[src/rtl/chunked_adder_seq.sv]
// ---------------------------------------------------------------------------
// chunked_adder_seq
//   Multi-cycle adder/subtractor. Each clock it adds one CHUNK-bit slice of
//   the operands, so a WIDTH-bit operation takes WIDTH/CHUNK RUN cycles. The
//   carry between slices is held in a register. Subtraction is done as
//   A + ~B + ~borrow_in. Result and flags are updated only on the completion
//   edge, so partial sums are never visible on the outputs.
//
// Ports
//   Clk       in   1      clock, rising edge
//   ResetN    in   1      asynchronous active-low reset
//   Start     in   1      request, accepted in IDLE or DONE
//   Abort     in   1      synchronous cancel of a run in progress
//   Sub       in   1      0: A+B+CarryIn, 1: A-B-CarryIn (CarryIn = borrow)
//   CarryIn   in   1      carry-in / borrow-in
//   DataA     in   WIDTH  operand A, sampled with Start
//   DataB     in   WIDTH  operand B, sampled with Start
//   RAdd      out  WIDTH  result, valid from Done until the next accepted Start
//   CarryOut  out  1      carry out of the MSB (sub: 1 = no borrow)
//   Overflow  out  1      signed overflow
//   Zero      out  1      RAdd == 0
//   Busy      out  1      operation in progress
//   Done      out  1      single-cycle completion pulse
// ---------------------------------------------------------------------------
`timescale 1ns/1ps
module chunked_adder_seq #(
  parameter int WIDTH = 32,
  parameter int CHUNK = 8
) (
  input  logic             Clk,
  input  logic             ResetN,
  input  logic             Start,
  input  logic             Abort,
  input  logic             Sub,
  input  logic             CarryIn,
  input  logic [WIDTH-1:0] DataA,
  input  logic [WIDTH-1:0] DataB,
  output logic [WIDTH-1:0] RAdd,
  output logic             CarryOut,
  output logic             Overflow,
  output logic             Zero,
  output logic             Busy,
  output logic             Done
);

  localparam int NCH  = WIDTH / CHUNK;
  localparam int IDXW = (NCH > 1) ? $clog2(NCH) : 1;
  localparam logic [IDXW-1:0] LAST_IDX = IDXW'(NCH - 1);

  // Reject a chunk size that does not tile the operand width.
  if ((CHUNK < 1) || ((WIDTH % CHUNK) != 0)) begin : g_chunk_check
    $error("chunked_adder_seq: WIDTH must be a multiple of CHUNK");
  end

  typedef enum logic [1:0] {
    ST_IDLE = 2'd0,
    ST_RUN  = 2'd1,
    ST_DONE = 2'd2
  } state_e;

  state_e            state_q,   state_d;
  logic [IDXW-1:0]   idx_q,     idx_d;
  logic [WIDTH-1:0]  a_q,       a_d;
  logic [WIDTH-1:0]  b_q,       b_d;      // already inverted for subtract
  logic              carry_q,   carry_d;
  logic [WIDTH-1:0]  part_q,    part_d;
  logic [WIDTH-1:0]  radd_q,    radd_d;
  logic              cout_q,    cout_d;
  logic              ovf_q,     ovf_d;
  logic              zero_q,    zero_d;
  logic              busy_q,    busy_d;
  logic              done_q,    done_d;

  logic [CHUNK-1:0]  a_sl_s;
  logic [CHUNK-1:0]  b_sl_s;
  logic [CHUNK-1:0]  sum_s;
  logic              chunk_cout_s;
  logic              msb_cin_s;
  logic [WIDTH-1:0]  full_s;

  // Slice adder for the current chunk and the partial result including it.
  always_comb begin
    a_sl_s = a_q[int'(idx_q) * CHUNK +: CHUNK];
    b_sl_s = b_q[int'(idx_q) * CHUNK +: CHUNK];
    {chunk_cout_s, sum_s} = {1'b0, a_sl_s} + {1'b0, b_sl_s}
                          + {{CHUNK{1'b0}}, carry_q};
    // Carry into the top bit of the slice; only meaningful on the last chunk,
    // where it is the carry into bit WIDTH-1.
    msb_cin_s = sum_s[CHUNK-1] ^ a_sl_s[CHUNK-1] ^ b_sl_s[CHUNK-1];
    full_s = part_q;
    full_s[int'(idx_q) * CHUNK +: CHUNK] = sum_s;
  end

  // Next-state and datapath control.
  always_comb begin
    state_d = state_q;
    idx_d   = idx_q;
    a_d     = a_q;
    b_d     = b_q;
    carry_d = carry_q;
    part_d  = part_q;
    radd_d  = radd_q;
    cout_d  = cout_q;
    ovf_d   = ovf_q;
    zero_d  = zero_q;
    busy_d  = 1'b0;
    done_d  = 1'b0;
    case (state_q)
      ST_IDLE, ST_DONE: begin
        // Abort is ignored here; a Start is always honoured.
        if (Start) begin
          a_d     = DataA;
          b_d     = Sub ? ~DataB : DataB;
          carry_d = Sub ? ~CarryIn : CarryIn;
          idx_d   = {IDXW{1'b0}};
          part_d  = {WIDTH{1'b0}};
          state_d = ST_RUN;
          busy_d  = 1'b1;
        end else begin
          state_d = ST_IDLE;
        end
      end
      ST_RUN: begin
        // Abort wins over completion; outputs keep their previous values.
        if (Abort) begin
          state_d = ST_IDLE;
          idx_d   = {IDXW{1'b0}};
        end else if (idx_q == LAST_IDX) begin
          part_d  = full_s;
          carry_d = chunk_cout_s;
          idx_d   = {IDXW{1'b0}};
          radd_d  = full_s;
          cout_d  = chunk_cout_s;
          ovf_d   = msb_cin_s ^ chunk_cout_s;
          zero_d  = (full_s == {WIDTH{1'b0}});
          state_d = ST_DONE;
          done_d  = 1'b1;
        end else begin
          part_d  = full_s;
          carry_d = chunk_cout_s;
          idx_d   = idx_q + IDXW'(1'b1);
          busy_d  = 1'b1;
        end
      end
      default: begin
        state_d = ST_IDLE;
        idx_d   = {IDXW{1'b0}};
      end
    endcase
  end

  // State and output registers.
  always_ff @(posedge Clk or negedge ResetN) begin
    if (!ResetN) begin
      state_q <= ST_IDLE;
      idx_q   <= {IDXW{1'b0}};
      a_q     <= {WIDTH{1'b0}};
      b_q     <= {WIDTH{1'b0}};
      carry_q <= 1'b0;
      part_q  <= {WIDTH{1'b0}};
      radd_q  <= {WIDTH{1'b0}};
      cout_q  <= 1'b0;
      ovf_q   <= 1'b0;
      zero_q  <= 1'b1;
      busy_q  <= 1'b0;
      done_q  <= 1'b0;
    end else begin
      state_q <= state_d;
      idx_q   <= idx_d;
      a_q     <= a_d;
      b_q     <= b_d;
      carry_q <= carry_d;
      part_q  <= part_d;
      radd_q  <= radd_d;
      cout_q  <= cout_d;
      ovf_q   <= ovf_d;
      zero_q  <= zero_d;
      busy_q  <= busy_d;
      done_q  <= done_d;
    end
  end

  assign RAdd     = radd_q;
  assign CarryOut = cout_q;
  assign Overflow = ovf_q;
  assign Zero     = zero_q;
  assign Busy     = busy_q;
  assign Done     = done_q;

endmodule
[config.mk]
export PLATFORM = sky130hd
export DESIGN_NAME = chunked_adder_seq
export DESIGN_NICKNAME = d
export VERILOG_FILES = /design/src/rtl/chunked_adder_seq.sv
export SDC_FILE = /design/constraint.sdc
export NUM_CORES = 1
export LEC_CHECK = 0
export BUFFER_PORTS_ARGS = -buffer_cell sky130_fd_sc_hd__buf_2
export CORE_ASPECT_RATIO = 1.25
export CORE_MARGIN = 4
export CORE_UTILIZATION = 30
export CTS_CLUSTER_SIZE = 25
export DETAILED_ROUTE_END_ITERATION = 16
export PLACE_DENSITY = 0.48
export SYNTH_ARGS = -nofsm -noshare
export SYNTH_HDL_FRONTEND = slang
export SYNTH_SLANG_ARGS = --single-unit
[constraint.sdc]
create_clock -name Clk -period 3.55 [get_ports Clk]
set_input_delay 1.065 -clock Clk [delete_from_list [all_inputs] [get_ports Clk]]
set_output_delay 1.065 -clock Clk [all_outputs]
set_load 0.005 [all_outputs]
Yosys cells after proc, flatten, opt, wreduce, memory -nomap -nowiden
Cells that the tools add are included.

Add/sub/neg operators: 4. Equality and inequality tests: 6. Shifts and indexed selects: 4. Mux-type cells: 24. Bitwise logic cells: 6. Reductions and logical operators: 7.

Operators with widths (count): 32-bit two-way mux (3); 32-bit case mux with 2 select lines (1); 32-bit by 6-bit indexed part select with 8-bit output (2); 5-bit negation with 33-bit output (1); 8-bit by 33-bit variable shift with 32-bit output, first input constant (1); 8-bit by 33-bit indexed part select with 32-bit output (1); 32-bit bitwise mux (1); 32-bit zero test (1); 32-bit inverter (1); 1-bit two-way mux (10); 2-bit two-way mux (5); 8-bit by 8-bit adder with 9-bit output (1); 9-bit by 1-bit adder with 9-bit output (1); 2-bit case mux with 2 select lines (2); 3-bit AND reduction (2); 2-bit == test, second input constant (2); 2-bit != test, second input constant (2); 1-bit case mux with 2 select lines (2); 3-bit != test, second input constant (1); 1-bit XOR (3); 2-bit by 1-bit adder with 2-bit output, second input constant (1); 2-bit by 1-bit == test with 1-bit output, second input constant (1); 2-bit zero test (1); 1-bit inverter (2); other kinds (3) (3).

Register bits after elaboration: 138. Input port bits: 70. Output and inout port bits: 37. Logic and storage cells: 63.

Longest topological paths before layout
Word-level depth: 7. Depth in mapped cells: 12. Gate-level depth less buffers: 10.

Least setup slack after synthesis
Ideal clock, no wire load.

Kind: register to register. Start point: register idx_q[0]. End point: register ovf_q, in the netlist Overflow. Setup time: 124 ps. Arrival: 3128 ps. Required time: 3426 ps. Path slack: 298 ps. Cell stages (with the launch flop): 12. Buffers on the path: 3. Clock period less this slack: 3252 ps. Path through: dfrtp_1 -> buf_6 -> buf_2 -> buf_2 -> mux4_2 -> ha_1 -> a21o_1 -> a21oi_1 -> a41oi_2 -> a21oi_2 -> and4b_1 -> a211o_1.

Longest elaborated chain between the ends: 6. Elaborated cells between the ends (all ways): 9. Classes of those cells: 2 x add/sub; 1 x eq/ne; 2 x shift; 3 x bitwise; 1 x reduce/logical.

Ends and longest elaborated chain: from (decl) (RTL line 62) `logic [IDXW-1:0] idx_q, idx_d;`; from (signal assigned) (RTL line 156) `idx_q <= {IDXW{1'b0}};`; from (signal assigned) (RTL line 169) `idx_q <= idx_d;`; 32-bit by 6-bit indexed part select with 8-bit output (on tied branches) (RTL line 83, 84); 8-bit by 8-bit adder with 9-bit output (RTL line 85) `{chunk_cout_s, sum_s} = {1'b0, a_sl_s} + {1'b0, b_sl_s}`; 9-bit by 1-bit adder with 9-bit output (RTL line 86) `+ {{CHUNK{1'b0}}, carry_q};`; 1-bit XOR (2 in a row) (RTL line 89) `msb_cin_s = sum_s[CHUNK-1] ^ a_sl_s[CHUNK-1] ^ b_sl_s[CHUNK-1];`; 1-bit XOR (RTL line 134) `ovf_d = msb_cin_s ^ chunk_cout_s;`; to (signal assigned) (RTL line 176) `ovf_q <= ovf_d;`; to (decl) (RTL line 69) `logic ovf_q, ovf_d;`.

Parallel ways exist; a longest one is shown, timed or not. A chain may end at the register's enable or synchronous reset.

Final worst setup path
Start point: register idx_q[0]. End point: register zero_q, in the netlist Zero.

Longest elaborated chain between the ends: 6. Elaborated cells between the ends (all ways): 11. Classes of those cells: 3 x add/sub; 1 x eq/ne; 4 x shift; 1 x mux; 2 x reduce/logical.

Ends and longest elaborated chain: 32-bit by 6-bit indexed part select with 8-bit output (on tied branches) (RTL line 83, 84); 8-bit by 8-bit adder with 9-bit output (RTL line 85); 9-bit by 1-bit adder with 9-bit output (RTL line 86); 8-bit by 33-bit indexed part select with 32-bit output (RTL line 91) `full_s[int'(idx_q) * CHUNK +: CHUNK] = sum_s;`; 32-bit bitwise mux (RTL line 91); 32-bit zero test (RTL line 135) `zero_d = (full_s == {WIDTH{1'b0}});`; to (signal assigned) (RTL line 177) `zero_q <= zero_d;`; to (decl) (RTL line 70) `logic zero_q, zero_d;`.

Parallel ways exist; a longest one is shown, timed or not.

==> results.md <==
- Sequential share of power: 34.9%
- Clk_lat worst skew: between 0.4 and 0.5 ns
- Vias per inst: 4.87
- Most common cell after layout, fill and taps aside: nand2_1
- CP arrival: 3.62 ns
- Final period util: 92.1%
- Synth async-reset ratio: 100%
- Crit end category: register
- Antenna violations before repair: 1
- P_leak: 3.90 nW
- Layout area overhead: 21.2%
- FMAX: 306 MHz
- First-pass GRT wire length: slightly below 30 mm
- DR WL/cell: around 17 µm
- Setup violators final: 0
- Post-CTS Setup Inserts: 0
- Die area: approximately 25000 µm²
- DRC: 0
- Flops & latches, synth: ~140
- Max cap viols: 0
- Slew HR: between 50% and 60%
- Vias: between 5000 and 6000
- Critical-path cell list: buf_4 -> mux4_2 -> ha_1 -> a21o_1 -> a41oi_2 -> a211o_1 -> nand2_1 -> o31a_1 -> o21ai_1
- Maximum number of pins on one net before global-route repair: 75
- Row cnt: 61
- Post-Route WL: 18.1 mm
- Fill cells: approximately 2300
- Synth Instances: 669
- Ys flop type: dfrtp_1
- Port Buffers: 106
- Antenna-violating nets left: 0
- Unrepaired setup endpoints after global routing: no
- Final Critical Period: approximately 3.3 ns
- Sequential area share after synthesis: between 50% and 60%
- Max Buffers Root-to-Sink: 2
- Syn_area_per_cell: just over 10 µm²
- Int Pwr: a little under 4 mW
- Die Y: 176 µm
- Net Sw Frac: between 30% and 40%
- Fin. Hold Viols: 0
- Layout Skew: 0.0124 ns
- Sinks on Clock Net: approximately 140
- CTS clk-pin slew, worst paths: 0.06 ns
- Post-synthesis net count: between 700 and 800
- Total Power: around 6.3 mW
- Slew Limit Fails: 0
- Drt pass-1 iters: 5
- Layout Nets: between 800 and 900
- Measured slew at the worst slew-check pin: between 0.7 and 0.8 ns
- CTS Hold Buffers Added: 0
- Syn. warnings: 0
- Crit Path Class: register to register
- Layout cells sized above 1: between 20% and 30%
- Sum Neg Setup Slack: 0 ns
- Status: finished, final reports clean
- Ant. Diodes: 0
- Slowest stage delay, CP: between 0.5 and 0.6 ns
- Die width: around 140 µm
- Gr usage total: roughly 15%
- R2R cell count: 9
- Root buf cell: clkbuf_16
- Most frequent cells in the layout: 151 x nand2_1, 137 x dfrtp_1, 105 x buf_2
- DP Wirelength: between 10 and 15 mm
- Post-cts sizing count: 0
- Initial Utilization: 30.4%
- Hold path cells: 2
- Worst hold path type: register to register
- GRT overflow: 0
- Vias in the first global route: ~5500
- Netlist cell types: 53
- WP data required: between 3 and 4 ns
- Placeable Area: between 20000 and 25000 µm²
- Crit start category: register
- H-tree depth: 4
- Number of buffers created by CTS: 17
- CTS tree: yes
- Critical Path Fanout Max: 10
- DR iter-0 viols: 307
- Switching pwr: between 2 and 2.5 mW
- EDFF count, synth: 0
- Slowest cell on the critical path: mux4_2
- Logic pwr share: 38.8%
- Global placement routability congestion: approximately 0.8
- Clock share of power: a little over a quarter
- # IOs: about 110
- Cell Pwr Density: between 700 and 800 nW/µm²
- Mapped Area: about 6800 µm²
- Worst vdd ir: 0.413 mV
logic make-up (layout without fill, tap and decap cells):
| group | Yosys count | after routing | share of synthesized area, % |
|---|---|---|---|
| adders and majority gates | 15 | 15 | 3.00 |
| buffers and inverters | 57 | 172 | 3.46 |
| muxes | 19 | 19 | 5.78 |
| and+or+nand+nor | 252 | 252 | 16.2 |
| xor gates and xnor gates | 38 | 38 | 4.93 |
| AOI/OAI and AO/OA | 150 | 150 | 15.5 |
| DFF | 138 | 138 | 51.2 |
area by class of cell:
cell class | instances | area (µm²) | share of cell area [%]
well taps | 283 | 354 | 4.33
clock buffers | 18 | 439 | 5.37
flip-flops and latches | 138 | 3450 | 42.2
clock inverters | 14 | 114 | 1.39
multi-input cells | 474 | 3070 | 37.6
repair buffers | 125 | 692 | 8.45
inverters | 15 | 56.3 | 0.688
power by group through the flow:
| stage | Combinational [mW] | Sequential, mW | Clock (mW) |
|---|---|---|---|
| after floorplan | 1.53 | 2.16 | 0 |
| after global placement | 2.46 | 2.22 | 0 |
| after detailed placement | 2.47 | 2.23 | 0 |
| after CTS | 2.48 | 2.20 | 1.69 |
| after global routing | 2.71 | 2.24 | 1.76 |
| final | 2.44 | 2.19 | 1.65 |
critical path: cells and delay by family, from the launching register on:
| family | cells | cell delay [ns] |
|---|---|---|
| muxes | 1 | 0.57 |
| buffers and inverters | 1 | 0.27 |
| and+or+nand+nor | 1 | 0.29 |
| DFF | 1 | 0.45 |
| AOI/OAI and AO/OA | 5 | 1.27 |
| adders and majority gates | 1 | 0.33 |
cell usage after synthesis, drive strengths merged (3+ instances only):
| cell type | n | area, µm² |
|---|---|---|
| mux2i | 3 | 30.0 |
| nand2 | 151 | 567 |
| mux4 | 16 | 360 |
| buf | 13 | 68.8 |
| a221oi | 24 | 210 |
| nor4 | 4 | 25.0 |
| nor4b | 5 | 43.8 |
| a21oi | 18 | 93.8 |
| nor2b | 3 | 18.8 |
| nand3 | 8 | 40.0 |
| a211oi | 3 | 27.5 |
| clkbuf | 29 | 109 |
| dfrtp | 137 | 3430 |
| xnor2 | 37 | 324 |
| o21ai | 56 | 280 |
| inv | 14 | 52.6 |
| nand2b | 7 | 43.8 |
| and2 | 4 | 25.0 |
| a22o | 29 | 254 |
| nor2 | 54 | 203 |
| nor3 | 10 | 70.1 |
| ha | 13 | 163 |
through the flow:
step | util, % | area [µm²] | setup WS [ns] | hold WS [ns] | cells
2_1_floorplan | - | 6750 | 0.298 | 0.440 | 669
3_3_place_gp | 34.4 | 7630 | 0.340 | 0.455 | 1035
3_5_place_dp | 34.4 | 7630 | 0.262 | 0.462 | 1035
4_1_cts | 36.8 | 8180 | 0.244 | 0.477 | 1067
5_1_grt | 36.8 | 8180 | 0.0433 | 0.503 | 1067
6_report | 36.8 | 8180 | 0.282 | 0.475 | 1067
routing by layer:
layer	GRT usage, %	vias to the layer above	part of all wire (%)
met3	3.05	25	4.4
li1	-	2541	-
met5	0	-	0.072
met1	19.0	2510	43
met4	5.28	2	1.6
met2	25.5	122	51
final timing paths:
kind	startpoint	endpoint	slack (ns)
max in group asynchronous	ResetN	Zero	2.13
worst max-delay path	idx_q[0]	Zero	0.28
worst min-delay path	a_q[13]	a_q[13]	0.47
worst max register to register	idx_q[0]	Zero	0.28
worst min register to register	a_q[13]	a_q[13]	0.47
min in group asynchronous	ResetN	b_q[18]	0.62
registers in the layout (all words and copies together) (netlist names):
| register | cells |
|---|---|
| b_q | 32 |
| a_q | 32 |
| Zero | 1 |
| RAdd | 32 |
| CarryOut | 1 |
| Done | 1 |
| state_q | 2 |
| idx_q | 2 |
| carry_q | 1 |
| Overflow | 1 |
| Busy | 1 |
| part_q | 32 |
Power figures use the tool's default switching activity.
